File: config.mk
export PLATFORM = sky130hd
export DESIGN_NAME = transpose_tile_scheduler_flat
export DESIGN_NICKNAME = d
export VERILOG_FILES = /design/src/rtl/transpose_tile_scheduler_pkg.sv /design/src/rtl/transpose_tile_scheduler_if.sv /design/src/rtl/transpose_tile_scheduler_sched_watchdog.sv /design/src/rtl/transpose_tile_scheduler.sv /design/src/flat_wrapper.sv
export SDC_FILE = /design/constraint.sdc
export NUM_CORES = 1
export LEC_CHECK = 0
export BUFFER_PORTS_ARGS = -buffer_cell sky130_fd_sc_hd__buf_4
export CORE_ASPECT_RATIO = 1.75
export CORE_UTILIZATION = 45
export DETAILED_ROUTE_END_ITERATION = 7
export PLACE_DENSITY_LB_ADDON = 0.08
export SLEW_MARGIN = 5
export SYNTH_ARGS = -nofsm -noshare
export SYNTH_HDL_FRONTEND = slang
export SYNTH_SLANG_ARGS = --single-unit
File: constraint.sdc
create_clock -name clk -period 3 [get_ports clk]
set_clock_uncertainty 0.15 [all_clocks]
set_input_delay 0.75 -clock clk [delete_from_list [all_inputs] [get_ports clk]]
set_output_delay 0.75 -clock clk [all_outputs]
set_load 0.02 [all_outputs]
File: src/rtl/transpose_tile_scheduler_pkg.sv
// Shared types and constants for the transposed-convolution layer tile scheduler.
package transpose_tile_scheduler_pkg;

  localparam int unsigned DEF_NUM_PE    = 16;
  localparam int unsigned DEF_TIMEOUT_W = 12;
  localparam int unsigned ADDR_W        = 10;
  localparam int unsigned TILE_W        = 8;
  localparam int unsigned ITER_W        = 9;
  localparam int unsigned DONE_W        = 5;
  localparam int unsigned INSTR_W       = 8;

  localparam logic [INSTR_W-1:0] OPC_TRANSPOSE = 8'h03;
  localparam logic [DONE_W-1:0]  DONE_FULL     = DONE_W'(DEF_NUM_PE);

  typedef enum logic [2:0] {
    ST_IDLE     = 3'd0,
    ST_ISSUE    = 3'd1,
    ST_WAIT_RUN = 3'd2,
    ST_DRAIN    = 3'd3,
    ST_NEXT     = 3'd4,
    ST_FINISH   = 3'd5
  } state_e;

endpackage

File: src/rtl/transpose_tile_scheduler_if.sv
// Job configuration, engine control and write-back handshake bundle.
interface transpose_tile_scheduler_if
  import transpose_tile_scheduler_pkg::*;
  ();

  logic                  cfg_valid;
  logic                  cfg_ready;
  logic [TILE_W-1:0]     cfg_num_tiles;
  logic [ITER_W-1:0]     cfg_num_iter;
  logic [ADDR_W-1:0]     cfg_ifmap_stride;
  logic [ADDR_W-1:0]     cfg_out_stride;
  logic                  eng_start;
  logic [INSTR_W-1:0]    eng_instr;
  logic [ITER_W-1:0]     eng_num_iter;
  logic [DONE_W-1:0]     eng_done;
  logic [ADDR_W-1:0]     ifmap_base;
  logic [ADDR_W-1:0]     out_base;
  logic                  wb_req;
  logic                  wb_ack;
  logic [TILE_W-1:0]     tile_idx;
  logic                  busy;
  logic                  layer_done;
  logic                  err_timeout;

  // Scheduler side
  modport master (
    input  cfg_valid, cfg_num_tiles, cfg_num_iter, cfg_ifmap_stride, cfg_out_stride,
    input  eng_done, wb_ack,
    output cfg_ready, eng_start, eng_instr, eng_num_iter, ifmap_base, out_base,
    output wb_req, tile_idx, busy, layer_done, err_timeout
  );

  // Host / engine / write-back side
  modport slave (
    output cfg_valid, cfg_num_tiles, cfg_num_iter, cfg_ifmap_stride, cfg_out_stride,
    output eng_done, wb_ack,
    input  cfg_ready, eng_start, eng_instr, eng_num_iter, ifmap_base, out_base,
    input  wb_req, tile_idx, busy, layer_done, err_timeout
  );

endinterface

File: src/rtl/transpose_tile_scheduler_sched_watchdog.sv
// Cycle watchdog: counts enabled cycles since clear and flags the last allowed one.
module transpose_tile_scheduler_sched_watchdog #(
  parameter int unsigned TIMEOUT_W = 12
) (
  input  logic clk,
  input  logic rst,
  input  logic clr,
  input  logic en,
  output logic expire_c
);

  // Counter holds completed cycles, so the 2^W-1'th enabled cycle sees 2^W-2.
  localparam logic [TIMEOUT_W-1:0] LAST = TIMEOUT_W'((1 << TIMEOUT_W) - 2);

  logic [TIMEOUT_W-1:0] cnt_q, cnt_d;

  assign expire_c = en && (cnt_q == LAST);

  always_comb begin
    cnt_d = cnt_q;
    if (clr) begin
      cnt_d = '0;
    end else if (en && !expire_c) begin
      cnt_d = cnt_q + TIMEOUT_W'(1);
    end
  end

  always_ff @(posedge clk or posedge rst) begin
    if (rst) cnt_q <= '0;
    else     cnt_q <= cnt_d;
  end

endmodule

File: src/rtl/transpose_tile_scheduler.sv
// Layer-level sequencer: issues one engine run per tile, waits for completion,
// performs output write-back and steps the buffer bases.
module transpose_tile_scheduler
  import transpose_tile_scheduler_pkg::*;
#(
  parameter int unsigned NUM_PE    = DEF_NUM_PE,
  parameter int unsigned TIMEOUT_W = DEF_TIMEOUT_W
) (
  input  logic                        clk,
  input  logic                        rst,
  transpose_tile_scheduler_if.master  bus
);

  localparam logic [DONE_W-1:0] DONE_VAL = DONE_W'(NUM_PE);

  state_e state_q, state_d;

  logic [TILE_W-1:0]  tiles_q, tiles_d;
  logic [ITER_W-1:0]  iter_q, iter_d;
  logic [ADDR_W-1:0]  if_stride_q, if_stride_d;
  logic [ADDR_W-1:0]  out_stride_q, out_stride_d;
  logic [ADDR_W-1:0]  if_base_q, if_base_d;
  logic [ADDR_W-1:0]  out_base_q, out_base_d;
  logic [TILE_W-1:0]  tile_q, tile_d;
  logic               first_q, first_d;
  logic               err_q, err_d;

  logic               cfg_ready_q, cfg_ready_d;
  logic               busy_q, busy_d;
  logic               eng_start_q, eng_start_d;
  logic [INSTR_W-1:0] eng_instr_q, eng_instr_d;
  logic               wb_req_q, wb_req_d;
  logic               layer_done_q, layer_done_d;

  logic wd_expire_c;
  logic done_seen_c;
  logic last_tile_c;
  logic accept_c;

  assign accept_c    = (state_q == ST_IDLE) && bus.cfg_valid;
  // The first WAIT_RUN cycle may still see the previous tile's completion value.
  assign done_seen_c = !first_q && (bus.eng_done == DONE_VAL);
  assign last_tile_c = (tile_q == (tiles_q - TILE_W'(1)));

  transpose_tile_scheduler_sched_watchdog #(
    .TIMEOUT_W (TIMEOUT_W)
  ) u_watchdog (
    .clk      (clk),
    .rst      (rst),
    .clr      (state_q == ST_ISSUE),
    .en       (state_q == ST_WAIT_RUN),
    .expire_c (wd_expire_c)
  );

  always_ff @(posedge clk or posedge rst) begin
    if (rst) state_q <= ST_IDLE;
    else     state_q <= state_d;
  end

  always_comb begin
    state_d = state_q;
    unique case (state_q)
      ST_IDLE: begin
        if (accept_c) state_d = (bus.cfg_num_tiles == '0) ? ST_FINISH : ST_ISSUE;
      end
      ST_ISSUE:    state_d = ST_WAIT_RUN;
      ST_WAIT_RUN: begin
        if (done_seen_c)      state_d = ST_DRAIN;
        else if (wd_expire_c) state_d = ST_IDLE;
      end
      ST_DRAIN: begin
        if (bus.wb_ack) state_d = ST_NEXT;
      end
      ST_NEXT:     state_d = last_tile_c ? ST_FINISH : ST_ISSUE;
      ST_FINISH:   state_d = ST_IDLE;
      default:     state_d = ST_IDLE;
    endcase
  end

  // Outputs are registered from the next state so they align with state_q.
  always_comb begin
    cfg_ready_d  = (state_d == ST_IDLE);
    busy_d       = (state_d != ST_IDLE);
    eng_start_d  = (state_d == ST_ISSUE);
    eng_instr_d  = (state_d == ST_ISSUE) ? OPC_TRANSPOSE : '0;
    wb_req_d     = (state_d == ST_DRAIN);
    layer_done_d = (state_d == ST_FINISH);
  end

  always_ff @(posedge clk or posedge rst) begin
    if (rst) begin
      cfg_ready_q  <= 1'b1;
      busy_q       <= 1'b0;
      eng_start_q  <= 1'b0;
      eng_instr_q  <= '0;
      wb_req_q     <= 1'b0;
      layer_done_q <= 1'b0;
    end else begin
      cfg_ready_q  <= cfg_ready_d;
      busy_q       <= busy_d;
      eng_start_q  <= eng_start_d;
      eng_instr_q  <= eng_instr_d;
      wb_req_q     <= wb_req_d;
      layer_done_q <= layer_done_d;
    end
  end

  // Job latch, tile counter, base stepping and sticky timeout flag.
  always_comb begin
    tiles_d      = tiles_q;
    iter_d       = iter_q;
    if_stride_d  = if_stride_q;
    out_stride_d = out_stride_q;
    if_base_d    = if_base_q;
    out_base_d   = out_base_q;
    tile_d       = tile_q;
    err_d        = err_q;
    first_d      = (state_q == ST_ISSUE);

    if (accept_c) begin
      tiles_d      = bus.cfg_num_tiles;
      iter_d       = bus.cfg_num_iter;
      if_stride_d  = bus.cfg_ifmap_stride;
      out_stride_d = bus.cfg_out_stride;
      if_base_d    = '0;
      out_base_d   = '0;
      tile_d       = '0;
      err_d        = 1'b0;
    end

    if ((state_q == ST_WAIT_RUN) && !done_seen_c && wd_expire_c) begin
      err_d = 1'b1;
    end

    if ((state_q == ST_NEXT) && !last_tile_c) begin
      tile_d     = tile_q + TILE_W'(1);
      if_base_d  = if_base_q + if_stride_q;
      out_base_d = out_base_q + out_stride_q;
    end
  end

  always_ff @(posedge clk or posedge rst) begin
    if (rst) begin
      tiles_q      <= '0;
      iter_q       <= '0;
      if_stride_q  <= '0;
      out_stride_q <= '0;
      if_base_q    <= '0;
      out_base_q   <= '0;
      tile_q       <= '0;
      first_q      <= 1'b0;
      err_q        <= 1'b0;
    end else begin
      tiles_q      <= tiles_d;
      iter_q       <= iter_d;
      if_stride_q  <= if_stride_d;
      out_stride_q <= out_stride_d;
      if_base_q    <= if_base_d;
      out_base_q   <= out_base_d;
      tile_q       <= tile_d;
      first_q      <= first_d;
      err_q        <= err_d;
    end
  end

  assign bus.cfg_ready    = cfg_ready_q;
  assign bus.busy         = busy_q;
  assign bus.eng_start    = eng_start_q;
  assign bus.eng_instr    = eng_instr_q;
  assign bus.eng_num_iter = iter_q;
  assign bus.wb_req       = wb_req_q;
  assign bus.layer_done   = layer_done_q;
  assign bus.ifmap_base   = if_base_q;
  assign bus.out_base     = out_base_q;
  assign bus.tile_idx     = tile_q;
  assign bus.err_timeout  = err_q;

endmodule

File: src/flat_wrapper.sv
// flat-port wrapper written by rule: the top's interface ports become plain ports
module transpose_tile_scheduler_flat import transpose_tile_scheduler_pkg::*;
#(
  parameter int unsigned NUM_PE    = DEF_NUM_PE,
  parameter int unsigned TIMEOUT_W = DEF_TIMEOUT_W
)
  (clk, rst, bus_cfg_valid, bus_cfg_num_tiles, bus_cfg_num_iter, bus_cfg_ifmap_stride, bus_cfg_out_stride, bus_eng_done, bus_wb_ack, bus_cfg_ready, bus_eng_start, bus_eng_instr, bus_eng_num_iter, bus_ifmap_base, bus_out_base, bus_wb_req, bus_tile_idx, bus_busy, bus_layer_done, bus_err_timeout);
  transpose_tile_scheduler_if bus_i ();
  input  logic clk;
  input  logic rst;
  input wire logic [$bits(bus_i.cfg_valid)-1:0] bus_cfg_valid;
  input wire logic [$bits(bus_i.cfg_num_tiles)-1:0] bus_cfg_num_tiles;
  input wire logic [$bits(bus_i.cfg_num_iter)-1:0] bus_cfg_num_iter;
  input wire logic [$bits(bus_i.cfg_ifmap_stride)-1:0] bus_cfg_ifmap_stride;
  input wire logic [$bits(bus_i.cfg_out_stride)-1:0] bus_cfg_out_stride;
  input wire logic [$bits(bus_i.eng_done)-1:0] bus_eng_done;
  input wire logic [$bits(bus_i.wb_ack)-1:0] bus_wb_ack;
  output wire logic [$bits(bus_i.cfg_ready)-1:0] bus_cfg_ready;
  output wire logic [$bits(bus_i.eng_start)-1:0] bus_eng_start;
  output wire logic [$bits(bus_i.eng_instr)-1:0] bus_eng_instr;
  output wire logic [$bits(bus_i.eng_num_iter)-1:0] bus_eng_num_iter;
  output wire logic [$bits(bus_i.ifmap_base)-1:0] bus_ifmap_base;
  output wire logic [$bits(bus_i.out_base)-1:0] bus_out_base;
  output wire logic [$bits(bus_i.wb_req)-1:0] bus_wb_req;
  output wire logic [$bits(bus_i.tile_idx)-1:0] bus_tile_idx;
  output wire logic [$bits(bus_i.busy)-1:0] bus_busy;
  output wire logic [$bits(bus_i.layer_done)-1:0] bus_layer_done;
  output wire logic [$bits(bus_i.err_timeout)-1:0] bus_err_timeout;
  assign bus_i.cfg_valid = bus_cfg_valid;
  assign bus_i.cfg_num_tiles = bus_cfg_num_tiles;
  assign bus_i.cfg_num_iter = bus_cfg_num_iter;
  assign bus_i.cfg_ifmap_stride = bus_cfg_ifmap_stride;
  assign bus_i.cfg_out_stride = bus_cfg_out_stride;
  assign bus_i.eng_done = bus_eng_done;
  assign bus_i.wb_ack = bus_wb_ack;
  assign bus_cfg_ready = bus_i.cfg_ready;
  assign bus_eng_start = bus_i.eng_start;
  assign bus_eng_instr = bus_i.eng_instr;
  assign bus_eng_num_iter = bus_i.eng_num_iter;
  assign bus_ifmap_base = bus_i.ifmap_base;
  assign bus_out_base = bus_i.out_base;
  assign bus_wb_req = bus_i.wb_req;
  assign bus_tile_idx = bus_i.tile_idx;
  assign bus_busy = bus_i.busy;
  assign bus_layer_done = bus_i.layer_done;
  assign bus_err_timeout = bus_i.err_timeout;
  transpose_tile_scheduler #(.NUM_PE(NUM_PE), .TIMEOUT_W(TIMEOUT_W)) u_core (.clk(clk), .rst(rst), .bus(bus_i));
endmodule
# Yosys cells after proc, flatten, opt, wreduce, memory -nomap -nowiden
# Cells that the tools add are included.
# word_totals
register_bits,95
inputBits,46
# classes
reduce_logical,18
mux,17
add_sub_neg,5
eq_ne,10
# ops
operator,count
$mux W10,3
$mux W12,2
$add A10 B10 Y10,2
$mux W3,6
$mux W8,2
$pmux W3 S5,1
$add A12 B1 Y12 const B,1
$eq A12 B12 Y1 const B,1
$eq A3 B2 Y1 const B,3
$add A8 B1 Y8 const B,1
$eq A8 B8 Y1,1
$logic_not A8 Y1,1
$sub A8 B1 Y8 const B,1
$logic_and A1 B1 Y1,7
$eq A3 B1 Y1 const B,2
$eq A3 B3 Y1 const B,2
$logic_not A3 Y1,2
$reduce_bool A2 Y1,3
$eq A5 B5 Y1 const B,1
$logic_not A1 Y1,4
$reduce_bool A3 Y1,1
$mux W1,2
$mux W2,1

# Depth between registers and ports, before layout
# Gate-level depths: netlist of run 1.
# logic_depth
word_depth,7
mapped_depth,10
mapped_depth_nobuf,9

# Hierarchy
# A second synthesis of run 1 with hierarchy kept.
# unflattened
cells_unflattened,526
area_unflattened_um2,4865.9
# by_module_without_submodules
module,cells_per_inst,instances,area_each_um2
transpose_tile_scheduler,458,1,4172.8
transpose_tile_scheduler_sched_watchdog,68,1,693.2

# Worst setup path before layout of run 1
# Ideal clock, no wire load.
# synth_timing
path_kind,register to register
start,register u_core.tiles_q[0]
end,"register u_core.if_base_q[9], in the netlist u_core.bus.ifmap_base[9]"
synth_period_minus_slack_ns,2.460
slack_ns,0.540
path_stages_with_launch,10
arrival_time_ns,2.192
cell_sequence,dfrtp_1 -> inv_1 -> ha_1 -> nor2b_1 -> or3_1 -> a31oi_1 -> o21ai_1 -> o21ai_4 -> mux2_2 -> a21o_1
# synth_between
elab_chain_cells,5
# synth_rtl
item,line,text
start: declaration,transpose_tile_scheduler.sv:18,"logic [TILE_W-1:0] tiles_q, tiles_d;"
start signal: assignment,transpose_tile_scheduler.sv:154,tiles_q <= tiles_d;
$sub A8 B1 Y8 *,transpose_tile_scheduler.sv:43,assign last_tile_c = (tile_q == (tiles_q - TILE_W'(1)));
$eq A8 B8 Y1 *,transpose_tile_scheduler.sv:43,
$logic_not A1 Y1 *,transpose_tile_scheduler.sv:135,if ((state_q == ST_NEXT) && !last_tile_c) begin
$logic_and A1 B1 Y1 *,transpose_tile_scheduler.sv:135,
$mux W10 or $reduce_bool A2 Y1 (tied branches),-,
end signal: assignment,transpose_tile_scheduler.sv:158,if_base_q <= if_base_d;
end: declaration,transpose_tile_scheduler.sv:22,"logic [ADDR_W-1:0] if_base_q, if_base_d;"
# Every way passes the cells marked *; elsewhere a longest branch is shown, timed or not.
# A chain may end at the register's enable or synchronous reset.

# Worst setup path in the final report of run 1
# layout_timing
start,register u_core.tiles_q[0]
end,"register u_core.tile_q[4], in the netlist u_core.bus.tile_idx[4]"
# layout_between
elab_chain_cells,5
# layout_rtl
item,line,text
$sub A8 B1 Y8 *,transpose_tile_scheduler.sv:43,
$eq A8 B8 Y1 *,transpose_tile_scheduler.sv:43,
$logic_not A1 Y1 *,transpose_tile_scheduler.sv:135,
$logic_and A1 B1 Y1 *,transpose_tile_scheduler.sv:135,
$mux W8 or $reduce_bool A2 Y1 (tied branches),-,
end signal: assignment,transpose_tile_scheduler.sv:160,tile_q <= tile_d;
end: declaration,transpose_tile_scheduler.sv:24,"logic [TILE_W-1:0] tile_q, tile_d;"
# Marks and branches as above.

==> results of run 1 <==
[worst min-delay path by stage]
stage                          startpoint                    endpoint  slack [ns]  depth (start not counted)
3_3_place_gp   u_core.bus.eng_num_iter[2]  u_core.bus.eng_num_iter[2]        0.31                          2
4_1_cts        u_core.bus.eng_num_iter[5]  u_core.bus.eng_num_iter[5]        0.33                          2
5_1_grt        u_core.bus.eng_num_iter[2]  u_core.bus.eng_num_iter[2]        0.35                          2
6_report       u_core.bus.eng_num_iter[2]  u_core.bus.eng_num_iter[2]        0.33                          2
2_1_floorplan       u_core.if_stride_q[0]       u_core.if_stride_q[0]        0.30                          2
3_5_place_dp   u_core.bus.eng_num_iter[5]  u_core.bus.eng_num_iter[5]        0.31                          2
[power groups by stage]
stage	Sequential (W)	Clock [W]	Combinational (W)
2_1_floorplan	0.00214	0	0.00155
3_3_place_gp	0.00197	0	0.00246
3_5_place_dp	0.00199	0	0.00253
4_1_cts	0.00197	0.00107	0.00254
5_1_grt	0.00203	0.00111	0.00283
6_report	0.00196	0.00104	0.00252
[state kept, by name, indices dropped and copies added, names as in the netlist]
| signal | cells |
|---|---|
| u_core.bus.busy | 1 |
| u_core.bus.cfg_ready | 1 |
| u_core.bus.eng_instr | 1 |
| u_core.bus.eng_num_iter | 9 |
| u_core.bus.err_timeout | 1 |
| u_core.bus.ifmap_base | 10 |
| u_core.bus.layer_done | 1 |
| u_core.bus.out_base | 10 |
| u_core.bus.tile_idx | 8 |
| u_core.bus.wb_req | 1 |
| u_core.first_q | 1 |
| u_core.if_stride_q | 10 |
| u_core.out_stride_q | 10 |
| u_core.state_q | 3 |
| u_core.tiles_q | 8 |
| u_core.u_watchdog.cnt_q | 12 |
[through the flow]
| stage | total power, W | TNS [ns] | hold slack, ns | util | worst slack, ns |
|---|---|---|---|---|---|
| after detailed placement | 0.00452 | 0 | 0.313 | 0.550 | 0.238 |
| after global routing | 0.00597 | -0.000160 | 0.349 | 0.580 | -0.000160 |
| after CTS | 0.00557 | 0 | 0.330 | 0.578 | 0.222 |
| after global placement | 0.00443 | 0 | 0.311 | 0.550 | 0.299 |
| final | 0.00552 | 0 | 0.327 | 0.580 | 0.221 |
| after floorplan | 0.00368 | 0 | 0.300 | - | 0.540 |
[logic make-up (layout without fill, tap and decap cells)]
logic type,after synthesis,count (layout),synth area share
AOI/OAI and AO/OA,83,83,0.111
xor gates and xnor gates,34,34,0.0650
adders and majority gates,24,24,0.0688
buffers and inverters,38,132,0.0404
DFF,87,87,0.475
muxes,4,4,0.00956
other,1,6,0.000818
and+or+nand+nor,229,229,0.229
[layer usage]
metal	wire, um	share of wire
met5	0	0
met3	326	0.031
met1	4370	0.41
met4	276	0.026
met2	5590	0.53
[placed cells by master (no fill, tap or decap), types with 3 or more instances in the layout]
cell type,Yosys,layout
inv_1,14,13
conb_1,1,6
buf_4,8,99
buf_12,0,3
clkinvlp_4,0,4
or3_1,9,9
nor2b_1,5,5
a21o_1,9,9
nand3_1,33,33
ha_1,22,22
xor2_1,19,19
clkbuf_16,0,9
mux2_2,3,3
nand2_1,125,125
nand3b_1,4,4
xnor2_1,15,15
nor2_1,20,20
a21oi_1,15,15
nor3_1,10,10
o21ai_0,37,37
nor4_1,4,4
dfrtp_1,86,86
nand4_1,6,6
[cells in the mapped netlist, types with 2 or more instances]
master     instances  share of area
or3_1              9          0.012
nor2_1            20          0.016
ha_1              22          0.060
nor3_1            10          0.011
dfrtp_1           86           0.47
nand3b_1           4         0.0066
a211oi_1           2         0.0033
nor2b_1            5         0.0068
a211o_1            2         0.0038
o2bb2ai_1          2         0.0038
clkbuf_2           2         0.0022
clkbuf_1          11         0.0090
nand2b_1           2         0.0027
nand3_1           33          0.036
o41ai_1            2         0.0038
nand2_1          125           0.10
xor2_1            19          0.036
a21o_1             9          0.015
a31oi_1            2         0.0027
fa_1               2         0.0087
nor3b_1            2         0.0033
inv_1             14          0.011
o211ai_1           2         0.0033
a21oi_1           15          0.016
xnor2_1           15          0.029
nor4_1             4         0.0055
o21ai_0           37          0.040
buf_2              2         0.0022
buf_4              8          0.013
nand4_1            6         0.0082
mux2_2             3         0.0074
o21bai_1           2         0.0033
[worst max-delay path, delay by kind of cell, from the launching register on]
family / cells / cell delay [ns]
AO/OA/AOI/OAI: 4 / 0.91
buffers and inverters: 2 / 0.36
AND/OR/NAND/NOR: 3 / 0.55
adder cells (fa/ha/maj): 1 / 0.25
flip-flops: 1 / 0.44
[repair_timing]
item | 4_1_cts | 5_1_grt
setup endpoints to repair | 0 | 1
setup buffers | 0 | 3
hold buffers | 0 | 0
hold endpoints to repair | 0 | 0
[final cells by class]
| type | count | area share |
|---|---|---|
| multi-input cells | 380 | 0.393 |
| flip-flops and latches | 87 | 0.381 |
| repair buffers | 102 | 0.141 |
| clock buffers | 9 | 0.0394 |
| well taps | 125 | 0.0274 |
| inverters | 14 | 0.00986 |
| clock inverters | 7 | 0.00876 |
==> metrics.cfg, run 1 <==
[yosys]
yosysWarnings = 0
syn_area_mm2 = 0.00458
synth_cells = 500
postSynthAreaPerCell_um2 = 9.16
yosysSeqAreaShare = 0.475
synth-edff-count = 0
async_flop_share = 1.00
synth.distinct_cells = 53
ys_ff_latch = 87
ys.flop_type = dfrtp_1

[clocking]
htree_levels = 3
clkLatencyLatePin_ns = 0.34
cts_tree = built
cts-resized-gates = 0
cts_max_path_buffers = 2
cts-root-buf = clkbuf_16
clk_pin_slew_worst_paths_ns = 0.07
numClockSinks = 87
cts_made_buffers = 9

[layout]
n_fill_cell = 919
diodes = 0
drive_gt1_frac = 0.217
nNetsFinal = 664
fin_cells = 724
multi_input_area_mm2 = 0.00224
fin_area_mm2 = 0.00571
syn_to_final_growth_pct = 24.7
register_area_mm2 = 0.00218

[worst_setup_path]
arrival_ns = 2.86
r2r_start = u_core.tiles_q[0]
required_ns = 3.08
cp-startpoint = u_core.tiles_q[0]
r2r_cells = 10
ff2ff_setup_slack_ns = 0.22
cp-end-kind = register
setup.worst_path.end = u_core.bus.tile_idx[4]
path_max_fanout = 19
reg2reg_to = u_core.bus.tile_idx[4]
slowest_stage = dfrtp_1
critPathMaxStageDelay_ns = 0.44
cp_cell_sequence = inv_1 > ha_1 > nor2b_1 > or3_1 > a31oi_1 > o21ai_1 > o21ai_4 > buf_4 > nor3_1 > a211o_1
critPathLaunchType = register
worstSetupPathType = register to register

[pwr]
p_clk_frac = 0.188
p_leak_nw = 2.88
ir_drop_uv = 465
p_int_w = 0.00324
netSwitchingFraction = 0.413
combPwrFrac = 0.456
sequentialPowerShare = 0.356
power_switching_w = 0.00228
power_density_mw_per_mm2 = 966

[sta]
period_share = 0.926
setup_violations = 0
fin_crit_ns = 2.78
slew_viol_final = 0
hold_viol = 0
fmax_mhz = 360
max_slew_margin = 0.525
worst_pin_slew_ns = 0.711

[detailed_routing]
ant_nets = 0
vias = 3745
drt_wl_total_um = 10600
first_iter_violations = 146
drt-pass1-iter-count = 4
avgViaCountPerCell = 5.17
wire_per_inst_um = 14.6
drcViolationCount = 0

[floorplanning]
die_h_um = 135
die_width_um = 78.3
core_area_mm2 = 0.00985
fp-row-count = 48
ios = 97
start_util = 0.465
dieArea_mm2 = 0.0106

[place]
gp_congestion = 0.836
dpl.hpwl_um = 7820
dpl_cell_area_mm2 = 0.00542
io_buffer_count = 90
dp.cells = 705

[global_route]
grt_pass1_vias = 3769
antenna_found_initial = 0
use_met3 = 0.0337
grt_overflow = 0
use_met1 = 0.253
grt_use_met2 = 0.379
grt_pass1_wl_um = 17800
grtUsageTotal = 0.216
grt_max_degree = 35
busiest_layer = met2

[worst_hold_path]
min_path_type = register to register

[outcome]
status = finished clean

[flow_run]
maxCapViolCount = 0

(Power assumes the default switching activity.)
==> inputs of run 2 (changes only) <==
Settings changed: CELL_PAD_IN_SITES_DETAIL_PLACEMENT set to 0, CELL_PAD_IN_SITES_GLOBAL_PLACEMENT set to 1, CORE_UTILIZATION 45 to 37.
==> run 2 against run 1 <==
- combinational power is essentially flat
- via count fell by 0.93%
- setup slack better by 0.042 ns
- cell count up 5.2%
- largest cell class unchanged
- critical path type unchanged
- total power decreased by 0.40%
==> metrics.cfg, run 2 (synthesis gave the netlist of run 1 again) <==
[layout]
largest_reg_flops = 12
layout_common_cells = nand2_1 (125), buf_4 (99), dfrtp_1 (86)
drive_gt1_frac = 0.213
nNetsFinal = 662
n_fill_cell = 1224
syn_to_final_growth_pct = 24.9
final_common_cell = nand2_1
fin_cells = 762
diodes = 0
regMostFlops = u_core.u_watchdog.cnt_q

[detailed_routing]
wire_per_inst_um = 14.2
avgViaCountPerCell = 4.87
ant_nets = 0
drt-pass1-iter-count = 4
first_iter_violations = 124
drt_wl_total_um = 10800
vias = 3710
drcViolationCount = 0

[global_route]
grt_overflow = 0
grt_pass1_wl_um = 17900
antenna_found_initial = 0
grtUsageTotal = 0.177
grt_pass1_vias = 3728
grt_max_degree = 88

[worst_hold_path]
min_path_type = register to register
min_from = u_core.bus.eng_num_iter[3]
hold_depth = 2

[floorplanning]
die_h_um = 149
ios = 97
dieArea_mm2 = 0.0129
fp-row-count = 53
die_width_um = 86.1
start_util = 0.380
core_area_mm2 = 0.0121

[pwr]
ir_drop_uv = 323
total_power_w = 0.00550
p_leak_nw = 2.86
power_density_mw_per_mm2 = 960

[clocking]
cts-root-buf = clkbuf_16
cts_setup_buffers = 0
clkLatencyLatePin_ns = 0.33
numClockSinks = 87
cts_max_path_buffers = 2
cts-resized-gates = 0
cts_hold_buf = 0
cts_made_buffers = 9
cts_tree = built
clk_pin_slew_worst_paths_ns = 0.06
htree_levels = 3

[place]
io_buffer_count = 90
gp_congestion = 0.765
dpl.hpwl_um = 7800
place_ws_ns = 0.250
dp.cells = 746

[worst_setup_path]
cp-end-kind = register
r2r_cells = 10
path_max_fanout = 14
r2r_start = u_core.tiles_q[0]
critPathLaunchType = register
worstSetupPathType = register to register
required_ns = 3.07
arrival_ns = 2.81
cp-startpoint = u_core.tiles_q[0]

[sta]
rsz0062_at_grt = no
setup_violations = 0
setup_ws_ns = 0.263
tns_ns = 0
hold_viol = 0
worst_pin_slew_ns = 0.588
fin_crit_ns = 2.74
slew_viol_final = 0
max_slew_margin = 0.604
period_share = 0.912
fmax_mhz = 365
hold_ws_ns = 0.328

[flow_run]
maxCapViolCount = 0

[outcome]
status = finished clean

-- run 2: cell types whose count changed in the layout (fill, tap and decap cells not counted) --
cell        previous run  this run
clkbuf_8               0         1
clkbuf_1               0         1
clkinvlp_4             4         3
clkinv_4               2         1
buf_12                 3         1
-- run 2: cell type report --
class | count | area, um2 | share of cell area
multi-input cells | 380 | 2240 | 0.392
flip-flops and latches | 87 | 2180 | 0.381
repair buffers | 100 | 763 | 0.133
clock buffers | 11 | 243 | 0.0424
well taps | 165 | 206 | 0.0361
inverters | 14 | 56.3 | 0.00984
clock inverters | 5 | 33.8 | 0.00590
-- run 2: worst max-delay path, stage by stage (launching register included) --
cell     delay [ns]
dfrtp_1        0.44
inv_1          0.09
ha_1           0.25
nor2b_1        0.14
or3_1          0.34
a31oi_1        0.18
o21ai_1        0.14
o21ai_4        0.29
buf_4          0.25
nor3_1         0.07
a211o_1        0.27
-- run 2: through the flow --
stage	instance area [um2]	util
final	5720	0.474
after global routing	5720	0.474
after CTS	5720	0.474
after detailed placement	5450	0.451
after global placement	5450	0.451
after floorplan	4600	-
-- run 2: layer usage --
layer	routed length, um	global-route usage	up-vias
li1	-	-	1874
met1	4520	0.206	1771
met2	5890	0.325	56
met3	295	0.0299	9
met4	131	0.0550	0
met5	0	0	-
-- run 2: final timing paths --
check / end / slack (ns)
max: u_core.bus.tile_idx[4] / 0.26
min: u_core.bus.eng_num_iter[3] / 0.33
max reg2reg: u_core.bus.tile_idx[4] / 0.26
min reg2reg: u_core.bus.eng_num_iter[3] / 0.33
max in group asynchronous: u_core.out_stride_q[9] / 1.93
min in group asynchronous: u_core.bus.eng_num_iter[5] / 0.39
-- run 2: where the power goes --
| part | switching (W) | total, W | leakage (nW) | internal (W) |
|---|---|---|---|---|
| Clock | 0.000462 | 0.00104 | 0.132 | 0.000583 |
| Combinational | 0.00142 | 0.00249 | 1.59 | 0.00107 |
| Sequential | 0.000368 | 0.00196 | 1.14 | 0.00160 |
